## src/rtl/alu_sequencer_pkg.sv

```systemverilog
// Shared opcode/state encodings and helpers for the ALU sequencer slice.
package alu_sequencer_pkg;

    localparam int NUM_UNITS = 4;
    localparam int RES_W_DEF = 6;

    typedef enum logic [1:0] {
        OP_SUMA  = 2'b00,
        OP_RESTA = 2'b01,
        OP_MULT  = 2'b10,
        OP_DIV   = 2'b11
    } op_e;

    typedef enum logic [1:0] {
        S_IDLE   = 2'b00,
        S_LAUNCH = 2'b01,
        S_WAIT   = 2'b10,
        S_DONE   = 2'b11
    } state_e;

    function automatic logic [NUM_UNITS-1:0] op_onehot(input op_e op);
        return NUM_UNITS'(1) << op;
    endfunction

endpackage

```

## src/rtl/alu_sequencer_if.sv

```systemverilog
// Bus between the sequencer and the four arithmetic units.
interface alu_sequencer_if
    import alu_sequencer_pkg::*;
#(
    parameter int OPW = 3
);
    logic [OPW-1:0]       op_a;
    logic [OPW-1:0]       op_b;
    logic [NUM_UNITS-1:0] init;
    logic [NUM_UNITS-1:0] done;
    logic [3:0]           res_sum;
    logic [3:0]           res_resta;
    logic [2*OPW-1:0]     res_mult;
    logic [3:0]           res_div;

    modport master (
        output op_a, op_b, init,
        input  done, res_sum, res_resta, res_mult, res_div
    );

    modport slave (
        input  op_a, op_b, init,
        output done, res_sum, res_resta, res_mult, res_div
    );
endinterface

```

## src/rtl/alu_sequencer_edge_rise.sv

```systemverilog
// Registered rising-edge detector; pulse is high in the cycle the input first reads high.
module edge_rise (
    input  logic clk,
    input  logic rst,
    input  logic d_i,
    output logic pulse_o
);
    logic d_q;

    always_ff @(posedge clk or posedge rst) begin
        if (rst) d_q <= 1'b0;
        else     d_q <= d_i;
    end

    assign pulse_o = d_i & ~d_q;
endmodule

```

## src/rtl/alu_sequencer.sv

```systemverilog
// Control FSM for the ALU datapath: latch operands, pulse one unit's init,
// wait for its done (or time out), then hold the captured result.
module alu_sequencer
    import alu_sequencer_pkg::*;
#(
    parameter int             OPW       = 3,
    parameter int             RES_W     = RES_W_DEF,
    parameter int             TIMEOUT   = 64,
    parameter logic [NUM_UNITS-1:0] COMB_MASK = 4'b0011
) (
    input  logic             clk,
    input  logic             rst,
    input  logic             start_i,
    input  logic [1:0]       opcode_i,
    input  logic [OPW-1:0]   a_in_i,
    input  logic [OPW-1:0]   b_in_i,
    alu_sequencer_if.master  unit,
    output logic [RES_W-1:0] result_o,
    output logic             result_valid_o,
    output logic             busy_o,
    output logic             err_o
);
    localparam int CNT_W = (TIMEOUT > 2) ? $clog2(TIMEOUT) : 1;

    state_e           state_q, state_d;
    op_e              op_sel_q, op_sel_d;
    logic [OPW-1:0]   op_a_q, op_a_d;
    logic [OPW-1:0]   op_b_q, op_b_d;
    logic [CNT_W-1:0] cnt_q, cnt_d;
    logic [RES_W-1:0] result_q, result_d;
    logic             valid_q, valid_d;
    logic             err_q, err_d;
    logic             start_pulse;
    logic             complete;
    logic [RES_W-1:0] sel_res;

    edge_rise u_start_edge (
        .clk     (clk),
        .rst     (rst),
        .d_i     (start_i),
        .pulse_o (start_pulse)
    );

    always_ff @(posedge clk or posedge rst) begin
        if (rst) begin
            state_q  <= S_IDLE;
            op_sel_q <= OP_SUMA;
            op_a_q   <= '0;
            op_b_q   <= '0;
            cnt_q    <= '0;
            result_q <= '0;
            valid_q  <= 1'b0;
            err_q    <= 1'b0;
        end else begin
            state_q  <= state_d;
            op_sel_q <= op_sel_d;
            op_a_q   <= op_a_d;
            op_b_q   <= op_b_d;
            cnt_q    <= cnt_d;
            result_q <= result_d;
            valid_q  <= valid_d;
            err_q    <= err_d;
        end
    end

    // Narrower unit results are zero-extended into the held result register.
    always_comb begin
        sel_res = '0;
        unique case (op_sel_q)
            OP_SUMA:  sel_res = RES_W'(unit.res_sum);
            OP_RESTA: sel_res = RES_W'(unit.res_resta);
            OP_MULT:  sel_res = RES_W'(unit.res_mult);
            OP_DIV:   sel_res = RES_W'(unit.res_div);
            default:  sel_res = '0;
        endcase
    end

    assign complete = unit.done[op_sel_q] | COMB_MASK[op_sel_q];

    always_comb begin
        state_d   = state_q;
        op_sel_d  = op_sel_q;
        op_a_d    = op_a_q;
        op_b_d    = op_b_q;
        cnt_d     = cnt_q;
        result_d  = result_q;
        valid_d   = valid_q;
        err_d     = err_q;
        unit.init = '0;
        busy_o    = 1'b0;

        unique case (state_q)
            S_IDLE, S_DONE: begin
                if (start_pulse) begin
                    op_sel_d = op_e'(opcode_i);
                    op_a_d   = a_in_i;
                    op_b_d   = b_in_i;
                    valid_d  = 1'b0;
                    err_d    = 1'b0;
                    state_d  = S_LAUNCH;
                end
            end
            S_LAUNCH: begin
                unit.init = op_onehot(op_sel_q);
                busy_o    = 1'b1;
                cnt_d     = '0;
                state_d   = S_WAIT;
            end
            S_WAIT: begin
                busy_o = 1'b1;
                // A completing unit beats a timeout landing on the same cycle.
                if (complete) begin
                    result_d = sel_res;
                    valid_d  = 1'b1;
                    state_d  = S_DONE;
                end else if (cnt_q == CNT_W'(TIMEOUT - 1)) begin
                    err_d    = 1'b1;
                    result_d = '0;
                    valid_d  = 1'b0;
                    state_d  = S_DONE;
                end else begin
                    cnt_d = cnt_q + 1'b1;
                end
            end
            default: state_d = S_IDLE;
        endcase
    end

    assign unit.op_a      = op_a_q;
    assign unit.op_b      = op_b_q;
    assign result_o       = result_q;
    assign result_valid_o = valid_q;
    assign err_o          = err_q;
endmodule

```

## src/flat_wrapper.sv

```systemverilog
// flat-port wrapper written by rule: the top's interface ports become plain ports
module alu_sequencer_flat import alu_sequencer_pkg::*;
#(
    parameter int             OPW       = 3,
    parameter int             RES_W     = RES_W_DEF,
    parameter int             TIMEOUT   = 64,
    parameter logic [NUM_UNITS-1:0] COMB_MASK = 4'b0011
)
  (clk, rst, start_i, opcode_i, a_in_i, b_in_i, result_o, result_valid_o, busy_o, err_o, unit_op_a, unit_op_b, unit_init, unit_done, unit_res_sum, unit_res_resta, unit_res_mult, unit_res_div);
  alu_sequencer_if #(.OPW(OPW)) unit_i ();
  input  logic clk;
  input  logic rst;
  input  logic start_i;
  input  logic [1:0] opcode_i;
  input  logic [OPW-1:0] a_in_i;
  input  logic [OPW-1:0] b_in_i;
  output logic [RES_W-1:0] result_o;
  output logic result_valid_o;
  output logic busy_o;
  output logic err_o;
  output wire logic [$bits(unit_i.op_a)-1:0] unit_op_a;
  output wire logic [$bits(unit_i.op_b)-1:0] unit_op_b;
  output wire logic [$bits(unit_i.init)-1:0] unit_init;
  input wire logic [$bits(unit_i.done)-1:0] unit_done;
  input wire logic [$bits(unit_i.res_sum)-1:0] unit_res_sum;
  input wire logic [$bits(unit_i.res_resta)-1:0] unit_res_resta;
  input wire logic [$bits(unit_i.res_mult)-1:0] unit_res_mult;
  input wire logic [$bits(unit_i.res_div)-1:0] unit_res_div;
  assign unit_op_a = unit_i.op_a;
  assign unit_op_b = unit_i.op_b;
  assign unit_init = unit_i.init;
  assign unit_i.done = unit_done;
  assign unit_i.res_sum = unit_res_sum;
  assign unit_i.res_resta = unit_res_resta;
  assign unit_i.res_mult = unit_res_mult;
  assign unit_i.res_div = unit_res_div;
  alu_sequencer #(.OPW(OPW), .RES_W(RES_W), .TIMEOUT(TIMEOUT), .COMB_MASK(COMB_MASK)) u_core (.clk(clk), .rst(rst), .start_i(start_i), .opcode_i(opcode_i), .a_in_i(a_in_i), .b_in_i(b_in_i), .unit(unit_i), .result_o(result_o), .result_valid_o(result_valid_o), .busy_o(busy_o), .err_o(err_o));
endmodule
```

## config.mk

```make
export PLATFORM = sky130hd
export DESIGN_NAME = alu_sequencer_flat
export DESIGN_NICKNAME = d
export VERILOG_FILES = /design/src/rtl/alu_sequencer_pkg.sv /design/src/rtl/alu_sequencer_if.sv /design/src/rtl/alu_sequencer_edge_rise.sv /design/src/rtl/alu_sequencer.sv /design/src/flat_wrapper.sv
export SDC_FILE = /design/constraint.sdc
export NUM_CORES = 1
export LEC_CHECK = 0
export CAP_MARGIN = 20
export CORE_UTILIZATION = 43
export DETAILED_ROUTE_END_ITERATION = 10
export MAX_ROUTING_LAYER = met4
export PLACE_DENSITY = 0.81
export SLEW_MARGIN = 15
export SYNTH_ARGS = -nofsm -noshare
export SYNTH_HDL_FRONTEND = slang
export SYNTH_SLANG_ARGS = --single-unit
```

## constraint.sdc

```tcl
create_clock -name clk -period 2.2 [get_ports clk]
set_input_delay 0.33 -clock clk [delete_from_list [all_inputs] [get_ports clk]]
set_output_delay 0.33 -clock clk [all_outputs]
set_load 0.1 [all_outputs]
```

==> run_results.csv <==
group,metric,value,unit
sta,hold_viol_final,0,
route,num_vias,1160,
route,remaining_drc_errors,5,
run_status,violations,"design-rule violations",
route,postRouteWirelength,3340,um
clock_network,cts_setup_buffers,0,
route,first_iter_violations,37,
global_routing,grt_antenna_before_repair,0,
placed_design,place_area,1890,sq um
global_routing,grt_first_pass_wirelength,5450,um
worst_hold_path,hold_path_class,"in -> async",
floorplanning,die_w,57.4,um
floorplanning,start_util,46.7,%
synth,seq_area_frac_synth,47.3,%
floorplanning,dieHeight,57.4,um
floorplanning,pin_count,52,
placed_design,port_buffers,49,
synth,ys_async_sr_fraction,100,%
sta,fin_crit,1.93,ns
synth,ys_warn_count,0,
critical_path,required,1.87,ns
floorplanning,rows,19,
clock_network,clock_sinks,25,
critical_path,critPathMaxFanout,5,
synth,yosys.area_share.adder,3.79,%
layout,final_util,67.8,%
layout,final_cell_mix,"30 x clkdlybuf4s50_1, 25 x dfrtp_1, 18 x buf_4",
synth,synthSimpleGateAreaFrac,15.6,%
sta,fmax,0.519,GHz
floorplanning,dieArea,3300,sq um
layout,final_nets,206,
global_routing,track_usage,22.4,%
synth,synth_ff_type,"dfrtp_1",
clock_network,cts_resized,0,
critical_path,worstReg2RegEnd,"u_core.result_o[5]",
synth,postSynthAreaPerCell,11.3,sq um
clock_network,clk_path_buf_depth,2,
critical_path,startpoint_type,"flop",
layout,n_antenna_cell,0,
route,vias_per_cell,5.83,
placed_design,dp_hpwl,2600,um
synth,synth_top_family_by_area,"multiplexers",
critical_path,path_class,"reg -> out",
critical_path,setup.worst_path.start,"u_core.state_q[1]",
global_routing,grt_start_max_net_pins,26,
synth,synthXorXnorAreaFrac,0,%
run_status,status,"finished with violations",
sta,fin_tns_setup,0,ns
clock_network,clock_latency,0.32,ns
critical_path,reg2regPathDepth,5,
sta,slew_violations,0,
clock_network,cts_buffers,3,
global_routing,grt_pass1_vias,1216,
clock_network,cts_root_buffer,"clkbuf_4",
clock_network,cts_tree,"yes",
route,dr.pass1.iters,7,
clock_network,clkTransAtPathRegs,0.15,ns
synth,syn-cell-area,1320,sq um
sta,max_slew_margin,59.4,%
sta,setup_violations,0,
sta,finalCritPeriodShare,87.6,%
placed_design,place.gp.congestion,0.877,
job,maxCapViolCount,0,
layout,final_area,1920,sq um
sta,fin_worst_skew,0.00666,ns
synth,yosysUniqueCellTypes,36,
route,postRouteAntennaNets,0,
critical_path,regToRegSetupSlack,0.29,ns
route,avgRoutedWirePerCell,16.8,um
clock_network,hold_buffers,0,
synth,synthMuxAreaShare,16.9,%
synth,syn-num-nets,154,
critical_path,crit_arrival,1.60,ns
critical_path,cp-end-kind,"primary output",
synth,synth_edf_count,0,
clock_network,htree_levels,1,
synth,ys_seq_elements,25,
layout,area_growth,45.1,%
floorplanning,core-area,2830,sq um
synth,syn_inst,117,
layout,final_common_cell,"clkdlybuf4s50_1",
critical_path,regToRegStartpoint,"u_core.cnt_q[0]",
layout,drive_gt1_share,28.6,%
global_routing,gr-total-overflow,0,
sta,rsz0062_at_grt,"false",
sta,tightest_slew,0.608,ns
synth,synth_compound_area_share,12.8,%
-- synth_stat cells, drive strengths merged, types with 3 or more instances --
master	instances	area, sq um
dfrtp	25	626
nand2	13	48.8
mux2	8	90.1
nand3	8	40.0
inv	6	22.5
nor2	6	22.5
a32o	4	40.0
ha	4	50.1
mux4	4	90.1
a21oi	3	15.0
buf	3	13.8
clkbuf	3	11.3
mux2i	3	42.5
o21ai	3	15.0
or4	3	22.5
-- flip-flops by register name (all words and copies together) (netlist names) --
name / flops
u_core.err_o: 1
u_core.unit.op_b: 3
u_core.u_start_edge.d_q: 1
u_core.cnt_q: 6
u_core.unit.op_a: 3
u_core.op_sel_q: 2
u_core.state_q: 2
u_core.result_o: 6
u_core.result_valid_o: 1
-- per-stage QoR --
stage	setup WS (ns)	hold slack (ns)	instances
after floorplan	-0.0808	0.357	117
after global placement	0.260	0.480	195
after detailed placement	0.182	0.484	195
after CTS	0.262	0.355	199
after global routing	0.112	0.364	199
final	0.272	0.348	199
-- logic make-up after synthesis --
| family | after synthesis |
|---|---|
| mux | 15 |
| simple gates | 40 |
| flops | 25 |
| fa+ha+maj | 4 |
| compound gates | 21 |
| buf+inv | 12 |
-- critical path, cell delays in order (launching register included) --
cell and delay [ns]:
dfrtp_1 0.43, inv_1 0.11, ha_1 0.25, nor3b_2 0.27, buf_12 0.21
-- worst max-delay path by stage --
| stage | cells after the start | to | slack (ns) |
|---|---|---|---|
| CTS | 4 | unit_init[0] | 0.26 |
| global route | 3 | unit_init[2] | 0.11 |
| floorplan | 3 | unit_init[0] | -0.08 |
| detailed placement | 5 | u_core.cnt_q[5] | 0.18 |
| finish | 4 | unit_init[0] | 0.27 |
| global placement | 5 | u_core.cnt_q[5] | 0.26 |
-- per-layer routing --
metal  track usage [%]  up-vias  routed length (um)
met5                 -        -                   0
met4              5.92        0                  16
met3              4.54        2                 246
met2              40.2       49                1810
met1              25.3      571                1260
li1                  -      538                   -
-- final cells by class --
class / instances / area, sq um
Clock inverter: 1 / 7.51
Multi-Input combinational cell: 80 / 661
Fill cell: 206 / 912
Clock buffer: 3 / 22.5
Tap cell: 31 / 38.8
Timing Repair Buffer: 53 / 536
Inverter: 6 / 26.3
Sequential cell: 25 / 626
Power is left out: the tool's default activity adds up to more than one toggle a clock period on the data nets, which glitch-free logic cannot reach.
